<file path="src/rtl/uart_rx_os_if.sv">
// Receiver-to-consumer bundle: received word, status flags and the valid/ready handshake.
// The receiver drives everything except rx_ready; the consumer drives rx_ready only.
interface uart_rx_os_if #(
    parameter int DATA_BITS = 8
);
    logic [DATA_BITS-1:0] rx_data;
    logic                 valid;
    logic                 rx_ready;
    logic                 busy;
    logic                 parity_err;
    logic                 frame_err;
    logic                 break_det;
    logic                 overrun;

    modport master (
        output rx_data, valid, busy, parity_err, frame_err, break_det, overrun,
        input  rx_ready
    );

    modport slave (
        input  rx_data, valid, busy, parity_err, frame_err, break_det, overrun,
        output rx_ready
    );
endinterface

</file>
<file path="src/rtl/uart_rx_os.sv">
// Oversampling UART receiver: 3-vote majority per bit, 5..9 data bits, optional parity,
// 1 or 2 stop bits, false-start rejection, break detection and overrun-flagged handshake.
module uart_rx_os #(
    parameter int DIV       = 27,
    parameter int OS        = 16,
    parameter int DATA_BITS = 8,
    parameter int PARITY    = 0,
    parameter int STOP_BITS = 1
) (
    input  logic          clk,
    input  logic          rst_n,
    input  logic          rx_line_i,
    uart_rx_os_if.master  rx_if
);
    localparam int TW = $clog2(DIV);
    localparam int SW = $clog2(OS);

    localparam logic [TW-1:0] TICK_LAST = TW'(DIV - 1);
    localparam logic [SW-1:0] SAMP_V0   = SW'(OS / 2 - 1);
    localparam logic [SW-1:0] SAMP_V1   = SW'(OS / 2);
    localparam logic [SW-1:0] SAMP_DEC  = SW'(OS / 2 + 1);
    localparam logic [SW-1:0] SAMP_LAST = SW'(OS - 1);
    localparam logic [3:0]    BIT_LAST  = 4'(DATA_BITS - 1);
    localparam logic [3:0]    STOP_LAST = 4'(STOP_BITS - 1);

    typedef enum logic [2:0] {
        S_IDLE, S_START, S_DATA, S_PARITY, S_STOP, S_BRK
    } state_e;

    function automatic logic maj3(input logic a, input logic b, input logic c);
        return (a & b) | (a & c) | (b & c);
    endfunction

    function automatic logic parity_bad(input logic [DATA_BITS-1:0] d, input logic p);
        logic want;
        want = (PARITY == 1) ? 1'b1 : 1'b0;
        return ((^d) ^ p) != want;
    endfunction

    state_e                 state_q, state_d;
    logic [1:0]             sync_q;
    logic [TW-1:0]          tick_cnt_q, tick_cnt_d;
    logic [SW-1:0]          samp_cnt_q, samp_cnt_d;
    logic [3:0]             bit_idx_q, bit_idx_d;
    logic [1:0]             vote_q, vote_d;
    logic [DATA_BITS-1:0]   rx_buf_q, rx_buf_d;
    logic                   par_bit_q, par_bit_d;
    logic                   stop_err_q, stop_err_d;
    logic [DATA_BITS-1:0]   rx_data_q, rx_data_d;
    logic                   valid_q, valid_d;
    logic                   busy_q, busy_d;
    logic                   pe_q, pe_d;
    logic                   fe_q, fe_d;
    logic                   brk_q, brk_d;
    logic                   ovr_q, ovr_d;

    logic s_s, tick_s, dec_s, bit_end_s, maj_s;
    logic complete_s, hs_s, fe_c_s, pe_c_s, brk_c_s;

    assign s_s       = sync_q[1];
    assign tick_s    = (state_q != S_IDLE) && (tick_cnt_q == TICK_LAST);
    assign dec_s     = tick_s && (samp_cnt_q == SAMP_DEC);
    assign bit_end_s = tick_s && (samp_cnt_q == SAMP_LAST);
    assign maj_s     = maj3(vote_q[0], vote_q[1], s_s);
    assign hs_s      = valid_q && rx_if.rx_ready;

    // The stop-bit decision completes the frame, so the last vote feeds the error terms directly.
    assign fe_c_s  = stop_err_q | ~maj_s;
    assign pe_c_s  = (PARITY != 0) ? parity_bad(rx_buf_q, par_bit_q) : 1'b0;
    assign brk_c_s = (rx_buf_q == '0) && ((PARITY == 0) || !par_bit_q) && fe_c_s;

    // Next-state, counters, bit assembly, completion and handshake.
    always_comb begin
        state_d    = state_q;
        tick_cnt_d = tick_cnt_q;
        samp_cnt_d = samp_cnt_q;
        bit_idx_d  = bit_idx_q;
        vote_d     = vote_q;
        rx_buf_d   = rx_buf_q;
        par_bit_d  = par_bit_q;
        stop_err_d = stop_err_q;
        rx_data_d  = rx_data_q;
        valid_d    = valid_q;
        pe_d       = pe_q;
        fe_d       = fe_q;
        brk_d      = brk_q;
        ovr_d      = ovr_q;
        complete_s = 1'b0;

        if (state_q == S_IDLE) begin
            tick_cnt_d = '0;
            samp_cnt_d = '0;
        end else if (tick_s) begin
            tick_cnt_d = '0;
            samp_cnt_d = (samp_cnt_q == SAMP_LAST) ? '0 : samp_cnt_q + 1'b1;
        end else begin
            tick_cnt_d = tick_cnt_q + 1'b1;
            samp_cnt_d = samp_cnt_q;
        end

        if (tick_s && (samp_cnt_q == SAMP_V0)) begin
            vote_d[0] = s_s;
        end else if (tick_s && (samp_cnt_q == SAMP_V1)) begin
            vote_d[1] = s_s;
        end else begin
            vote_d = vote_q;
        end

        case (state_q)
            S_IDLE: begin
                if (!s_s) begin
                    state_d    = S_START;
                    bit_idx_d  = '0;
                    par_bit_d  = 1'b0;
                    stop_err_d = 1'b0;
                end else begin
                    state_d = S_IDLE;
                end
            end
            S_START: begin
                if (dec_s && maj_s) begin
                    state_d = S_IDLE;
                end else if (bit_end_s) begin
                    state_d   = S_DATA;
                    bit_idx_d = '0;
                end else begin
                    state_d = S_START;
                end
            end
            S_DATA: begin
                for (int i = 0; i < DATA_BITS; i++) begin
                    if (dec_s && (bit_idx_q == 4'(i))) begin
                        rx_buf_d[i] = maj_s;
                    end else begin
                        rx_buf_d[i] = rx_buf_q[i];
                    end
                end
                if (bit_end_s && (bit_idx_q == BIT_LAST)) begin
                    state_d   = (PARITY != 0) ? S_PARITY : S_STOP;
                    bit_idx_d = '0;
                end else if (bit_end_s) begin
                    bit_idx_d = bit_idx_q + 1'b1;
                end else begin
                    bit_idx_d = bit_idx_q;
                end
            end
            S_PARITY: begin
                if (dec_s) begin
                    par_bit_d = maj_s;
                end else if (bit_end_s) begin
                    state_d   = S_STOP;
                    bit_idx_d = '0;
                end else begin
                    state_d = S_PARITY;
                end
            end
            S_STOP: begin
                if (dec_s && (bit_idx_q == STOP_LAST)) begin
                    complete_s = 1'b1;
                end else if (dec_s) begin
                    stop_err_d = stop_err_q | ~maj_s;
                end else if (bit_end_s) begin
                    bit_idx_d = bit_idx_q + 1'b1;
                end else begin
                    bit_idx_d = bit_idx_q;
                end
            end
            S_BRK: begin
                state_d = s_s ? S_IDLE : S_BRK;
            end
            default: begin
                state_d = S_IDLE;
            end
        endcase

        if (hs_s) begin
            valid_d = 1'b0;
            ovr_d   = 1'b0;
        end else begin
            valid_d = valid_q;
            ovr_d   = ovr_q;
        end

        // A load in the handshake cycle keeps valid high with the new word.
        if (complete_s) begin
            pe_d    = pe_c_s;
            fe_d    = fe_c_s;
            brk_d   = brk_c_s;
            state_d = brk_c_s ? S_BRK : S_IDLE;
            if (fe_c_s) begin
                rx_data_d = rx_data_q;
            end else if (!valid_q || rx_if.rx_ready) begin
                rx_data_d = rx_buf_q;
                valid_d   = 1'b1;
            end else begin
                ovr_d = 1'b1;
            end
        end else begin
            pe_d  = pe_q;
            fe_d  = fe_q;
            brk_d = brk_q;
        end

        busy_d = (state_d != S_IDLE);
    end

    // FSM state register.
    always_ff @(posedge clk) begin
        if (!rst_n) begin
            state_q <= S_IDLE;
        end else begin
            state_q <= state_d;
        end
    end

    // Synchroniser, counters, assembly buffer and registered outputs.
    always_ff @(posedge clk) begin
        if (!rst_n) begin
            sync_q     <= 2'b11;
            tick_cnt_q <= '0;
            samp_cnt_q <= '0;
            bit_idx_q  <= '0;
            vote_q     <= 2'b00;
            rx_buf_q   <= '0;
            par_bit_q  <= 1'b0;
            stop_err_q <= 1'b0;
            rx_data_q  <= '0;
            valid_q    <= 1'b0;
            busy_q     <= 1'b0;
            pe_q       <= 1'b0;
            fe_q       <= 1'b0;
            brk_q      <= 1'b0;
            ovr_q      <= 1'b0;
        end else begin
            sync_q     <= {sync_q[0], rx_line_i};
            tick_cnt_q <= tick_cnt_d;
            samp_cnt_q <= samp_cnt_d;
            bit_idx_q  <= bit_idx_d;
            vote_q     <= vote_d;
            rx_buf_q   <= rx_buf_d;
            par_bit_q  <= par_bit_d;
            stop_err_q <= stop_err_d;
            rx_data_q  <= rx_data_d;
            valid_q    <= valid_d;
            busy_q     <= busy_d;
            pe_q       <= pe_d;
            fe_q       <= fe_d;
            brk_q      <= brk_d;
            ovr_q      <= ovr_d;
        end
    end

    assign rx_if.rx_data    = rx_data_q;
    assign rx_if.valid      = valid_q;
    assign rx_if.busy       = busy_q;
    assign rx_if.parity_err = pe_q;
    assign rx_if.frame_err  = fe_q;
    assign rx_if.break_det  = brk_q;
    assign rx_if.overrun    = ovr_q;

endmodule
</file>
<file path="src/flat_wrapper.sv">
// flat-port wrapper written by rule: the top's interface ports become plain ports
module uart_rx_os_flat 
#(
    parameter int DIV       = 27,
    parameter int OS        = 16,
    parameter int DATA_BITS = 8,
    parameter int PARITY    = 0,
    parameter int STOP_BITS = 1
)
  (clk, rst_n, rx_line_i, rx_if_rx_data, rx_if_valid, rx_if_busy, rx_if_parity_err, rx_if_frame_err, rx_if_break_det, rx_if_overrun, rx_if_rx_ready);
  uart_rx_os_if #(.DATA_BITS(DATA_BITS)) rx_if_i ();
  input  logic clk;
  input  logic rst_n;
  input  logic rx_line_i;
  output wire logic [$bits(rx_if_i.rx_data)-1:0] rx_if_rx_data;
  output wire logic [$bits(rx_if_i.valid)-1:0] rx_if_valid;
  output wire logic [$bits(rx_if_i.busy)-1:0] rx_if_busy;
  output wire logic [$bits(rx_if_i.parity_err)-1:0] rx_if_parity_err;
  output wire logic [$bits(rx_if_i.frame_err)-1:0] rx_if_frame_err;
  output wire logic [$bits(rx_if_i.break_det)-1:0] rx_if_break_det;
  output wire logic [$bits(rx_if_i.overrun)-1:0] rx_if_overrun;
  input wire logic [$bits(rx_if_i.rx_ready)-1:0] rx_if_rx_ready;
  assign rx_if_rx_data = rx_if_i.rx_data;
  assign rx_if_valid = rx_if_i.valid;
  assign rx_if_busy = rx_if_i.busy;
  assign rx_if_parity_err = rx_if_i.parity_err;
  assign rx_if_frame_err = rx_if_i.frame_err;
  assign rx_if_break_det = rx_if_i.break_det;
  assign rx_if_overrun = rx_if_i.overrun;
  assign rx_if_i.rx_ready = rx_if_rx_ready;
  uart_rx_os #(.DIV(DIV), .OS(OS), .DATA_BITS(DATA_BITS), .PARITY(PARITY), .STOP_BITS(STOP_BITS)) u_core (.clk(clk), .rst_n(rst_n), .rx_line_i(rx_line_i), .rx_if(rx_if_i));
endmodule
</file>
<file path="config.mk">
export PLATFORM = sky130hd
export DESIGN_NAME = uart_rx_os_flat
export DESIGN_NICKNAME = d
export VERILOG_FILES = /design/src/rtl/uart_rx_os_if.sv /design/src/rtl/uart_rx_os.sv /design/src/flat_wrapper.sv
export SDC_FILE = /design/constraint.sdc
export NUM_CORES = 1
export LEC_CHECK = 0
export BUFFER_PORTS_ARGS = -buffer_cell sky130_fd_sc_hd__buf_2
export CAP_MARGIN = 20
export CORE_ASPECT_RATIO = 0.6
export CORE_MARGIN = 2
export CORE_UTILIZATION = 59
export DETAILED_ROUTE_END_ITERATION = 16
export GPL_TIMING_DRIVEN = 0
export PLACE_DENSITY = 0.79
export SETUP_SLACK_MARGIN = 0.02
export SLEW_MARGIN = 25
export SYNTH_ARGS = -nofsm -noshare
export SYNTH_HDL_FRONTEND = slang
export SYNTH_SLANG_ARGS = --single-unit
</file>
<file path="constraint.sdc">
create_clock -name clk -period 2.3 [get_ports clk]
set_clock_uncertainty 0.1 [all_clocks]
set_input_delay 0 -clock clk [delete_from_list [all_inputs] [get_ports clk]]
set_output_delay 0 -clock clk [all_outputs]
set_load 0.05 [all_outputs]
</file>
# Word-level counts from Yosys, hierarchy flattened
# Cells that the tools add are included.
# Widths: inputs -> output; s select.
# classes
addsub	3
multipliers	0
n_div	0
n_lt_le_gt_ge	0
eq_ne	23
shift	0
n_mux	34
bitwise	10
n_reduce_logical	40
# ops
operator	n
$mux 4	9
$mux 3	7
$eq 4x3->1 const B	5
$pmux 4 s5	1
$pmux 3 s6	1
$reduce_and 2->1	9
$logic_and 1x1->1	17
$mux 1	14
$eq 4x4->1 const B	3
$ne 2x2->1 const B	5
$add 4x1->4 const B	2
$eq 4x2->1 const B	2
$logic_not 8->1	1
$eq 3x2->1 const B	2
$eq 3x3->1 const B	2
$reduce_and 6->1	1
$reduce_bool 3->1	2
$add 5x1->5 const B	1
$eq 5x5->1 const B	1
$reduce_bool 5->1	1
$eq 4x1->1 const B	1
$logic_not 4->1	1
$not 1->1	4
$reduce_and 4->1	1
other kinds (13)	17
# word_totals
regBits	42
latch_bits	0
ram_bits	0
romBits	0
output_inout_bits	14
word_cells	132
mem_count	0

# Logic depth before layout (Yosys ltp)
# logic_depth
depth_word	9
depth_mapped	8
mapped_depth_nobuf	7

# Least setup slack after synthesis
# Ideal clock, no wire load.
# synth_timing
path_kind	reg2reg
startpoint	register u_core.bit_idx_q[0]
endpoint	register u_core.rx_data_q[0] (netlist: u_core.rx_if.rx_data[0])
setup_time_ns	0.128
t_arrival_ns	1.697
required_time_ns	2.072
path_slack_ns	0.375
stages_incl_launch_ff	8
period_less_slack_ns	1.925
path_cell_list	dfxtp_1 > inv_1 > ha_1 > nor3b_2 > nand4_4 > nor3_4 > mux2i_1 > nor2_1
# synth_between
elab_chain_cells	5
# synth_rtl
item	line_no	text
from (decl)	uart_rx_os.sv:44	logic [3:0] bit_idx_q, bit_idx_d;
from (signal assigned)	uart_rx_os.sv:238	bit_idx_q <= bit_idx_d;
$logic_not 4->1	uart_rx_os.sv:158	if (dec_s && (bit_idx_q == STOP_LAST)) begin
$logic_and 1x1->1	uart_rx_os.sv:158	
$mux 1	uart_rx_os.sv:158	
$mux 1	uart_rx_os.sv:109	case (state_q)
$reduce_and 3->1 (no source line)	--	
to (signal assigned)	uart_rx_os.sv:243	rx_data_q <= rx_data_d;
to (decl)	uart_rx_os.sv:49	logic [DATA_BITS-1:0] rx_data_q, rx_data_d;
# No other way between the ends.
# A chain may end at the register's enable or synchronous reset.

# Worst setup path in the final report
# layout_timing
startpoint	register u_core.bit_idx_q[0]
endpoint	register u_core.rx_data_q[6] (netlist: u_core.rx_if.rx_data[6])
# Same word-level chain as after synthesis.

==> results.ini <==
[power]
p_leak_nw=0.917
peakVddDrop_uv=463
power_density_nw_per_um2=562

[yosys]
synthAdderAreaFrac=0.0580
synth_area_leader_cell=dfxtp_1
ys_seq_area_frac=0.397
synth_common_cells=42 x dfxtp_1, 34 x nand2_1, 25 x nor2_1
synth_top_family_by_area=simple AND/OR/NAND/NOR gates
netlist_area_sq_um=2120
synth_xor_area_frac=0.0166
synth-edff-count=0
syn-instance-count=243
synth.mux.area_fraction=0.0520
synth-simple-area-share=0.324
async_flop_share=0
netlist.area_leader.share=0.397
yosys-top-cells-area=dfxtp_1 40%, nand2_1 6.0%, ha_1 5.3%
synthMostInstantiatedCell=dfxtp_1
avgSynthCellArea_sq_um=8.71
synth_seq_cells=42
ys_types=54
synthFlopType=dfxtp_1
syn_nets=256
synth-compound-area-share=0.106
ys_warn_count=0

[clocking]
clock_sinks=42
clk-insertion-delay-late_ps=290
clock_path_buffers=2
cts_tree=built
clk_pin_slew_worst_paths_ps=80
root_buffer=clkbuf_8
cts_buffers=5
cts_htree_levels=2

[place]
hpwl_um=3310
gp_congestion=0.894
io_buffers=15
dp.cells=303

[layout]
finalNetCount=283
drive_above_1_share=0.162
synthToLayoutAreaGrowth_pct=14.5
nFillCells=259
antenna_cells=0
fin_cells=316

[sta]
fin_tns_setup_ps=0
hold_viol=0
finalSetupViolCount=0
period_minus_slack_ps=2100
worst-slew-pin-transition_ps=518
grt_setup_unrepaired=false
final.period_utilization=0.913
fmax_mhz=476
slew_headroom=0.655
timing.final.max_slew_violations=0

[min_path]
min_path_type=reg -> reg
holdCritStartpoint=u_core.sync_q[0]
hold_path_depth=1
min_to=u_core.sync_q[1]

[drt]
drc=0
wl_per_cell_um=14.5
drt_wl_total_um=4600
vias=1821
dr.pass1.iters=4
viasPerCell=5.76
first_iter_violations=202
ant_nets=0

[worst_setup_path]
endpoint_kind=flip-flop
worstPathArrival_ps=2170
crit_slowest_cell=dfxtp_1
worstSetupPathType=reg -> reg
max_stage_delay_ps=350
r2r_end=u_core.rx_if.rx_data[6]
cp_max_fo=8
rr_worst_depth=8
worstPathRequired_ps=2370
rr_startpoint=u_core.bit_idx_q[0]
critPathLaunchType=flip-flop
path_cells=inv_1, ha_1, nor3b_2, nand4_4, nor3_4, buf_12, mux2i_1, nor2_1
r2r_setup_slack_ps=200

[floorplanning]
dieWidth_um=81.3
die_height_um=50.4
core_area_sq_um=3340
dieArea_sq_um=4100
fp-row-count=16
io_pins=18
start_util=0.633

[global_route]
grt_pass1_vias=1603
grt-ovfl-total=0
antenna_found_initial=0
grt_max_degree=13
grtUsageTotal=0.248
grt_pass1_wl_um=7650

[status]
status=completed

[flow_run]
drv_cap=0

-- layer usage --
metal  share of wire  GRT usage  vias to the layer above
met5               0          0                        -
met4          0.0098     0.0650                        0
met3           0.085     0.0809                        9
met2            0.42      0.348                       63
met1            0.49      0.362                      841
li1                -          -                      908
-- worst max path at each step --
stage	startpoint	end	slack, ps	cells past startpoint
after floorplan	u_core.bit_idx_q[0]	u_core.rx_if.rx_data[0]	380	7
after global placement	u_core.bit_idx_q[0]	u_core.rx_if.rx_data[1]	130	7
after detailed placement	u_core.bit_idx_q[0]	u_core.rx_if.rx_data[6]	60	7
after CTS	u_core.bit_idx_q[0]	u_core.rx_if.rx_data[6]	40	7
after global routing	u_core.tick_cnt_q[0]	u_core.rx_buf_q[4]	40	7
final	u_core.bit_idx_q[0]	u_core.rx_if.rx_data[6]	200	8
-- worst max-delay path: cells and delay by family, from the launching register on --
kind	cells	cell delay, ps
mux	1	220
buf+inv	2	290
flops	1	350
fa+ha+maj	1	250
simple gates	4	770
-- logic make-up after synthesis --
family	count (synthesis)
and+or+nand+nor	121
DFF	42
AOI/OAI and AO/OA	34
buffers and inverters	20
muxes	11
adders and majority gates	10
xor gates and xnor gates	4
other	1
-- flip-flops by register name, summed over array words and instances, names as in the netlist --
register                count
u_core.sync_q               2
u_core.rx_if.frame_err      1
u_core.rx_if.busy           1
u_core.rx_if.valid          1
u_core.rx_if.rx_data        8
u_core.rx_if.overrun        1
u_core.samp_cnt_q           4
u_core.rx_buf_q             8
u_core.stop_err_q           1
u_core.tick_cnt_q           5
u_core.rx_if.break_det      1
u_core.vote_q               2
u_core.bit_idx_q            4
u_core.state_q              3
-- what timing repair did --
action	4_1_cts	5_1_grt
buffers inserted	0	1
gates resized for setup	0	1
setup endpoints to repair	1	10
pin swaps	1	1
hold endpoints to repair	4	0
hold buffers	4	0
-- metrics by stage --
step / worst slack [ps] / instance area [sq um] / hold WS (ps) / power (W) / util
floorplan: 375 / 2120 / 1.47 / 0.000787 / -
global placement: 128 / 2250 / 79.4 / 0.000800 / 0.672
detailed placement: 61.9 / 2250 / 84.0 / 0.000800 / 0.672
CTS: 35.9 / 2390 / 322 / 0.00137 / 0.716
global route: 38.9 / 2420 / 341 / 0.00141 / 0.725
finish: 201 / 2420 / 318 / 0.00136 / 0.725
-- placed cells by master (no fill, tap or decap), types with 3 or more instances in the layout --
cell type,Yosys,final
o21ai_0,4,4
nand2b_1,6,6
dlygate4sd3_1,0,4
nor2b_1,3,3
ha_1,9,9
nand4_1,3,3
nand3_1,16,16
inv_1,6,6
nor2_1,25,25
buf_2,4,19
xor2_1,3,3
mux2i_1,11,11
clkbuf_8,0,5
nand2_1,34,34
clkbuf_1,6,8
nand3b_1,4,4
a21oi_1,13,13
dfxtp_1,42,42
a31oi_1,3,3
nor3_1,6,6
-- power breakdown --
part           internal, W  leakage [nW]  switching [W]
clock             0.000325        0.0524       0.000246
sequential        0.000730         0.339     0.00000420
combinational    0.0000189         0.525      0.0000365
total              0.00107         0.917       0.000286
-- final cells by class --
| cell class | instances | area, sq um | share of cell area |
|---|---|---|---|
| buffer | 13 | 66.3 | 0.0274 |
| clock buffer | 7 | 76.3 | 0.0315 |
| timing repair buffer | 20 | 135 | 0.0558 |
| inverter | 7 | 26.3 | 0.0108 |
| clock inverter | 1 | 30.0 | 0.0124 |
| multi-input combinational | 181 | 1190 | 0.492 |
| tap | 45 | 56.3 | 0.0232 |
| sequential | 42 | 841 | 0.347 |
(Power assumes the default switching activity.)
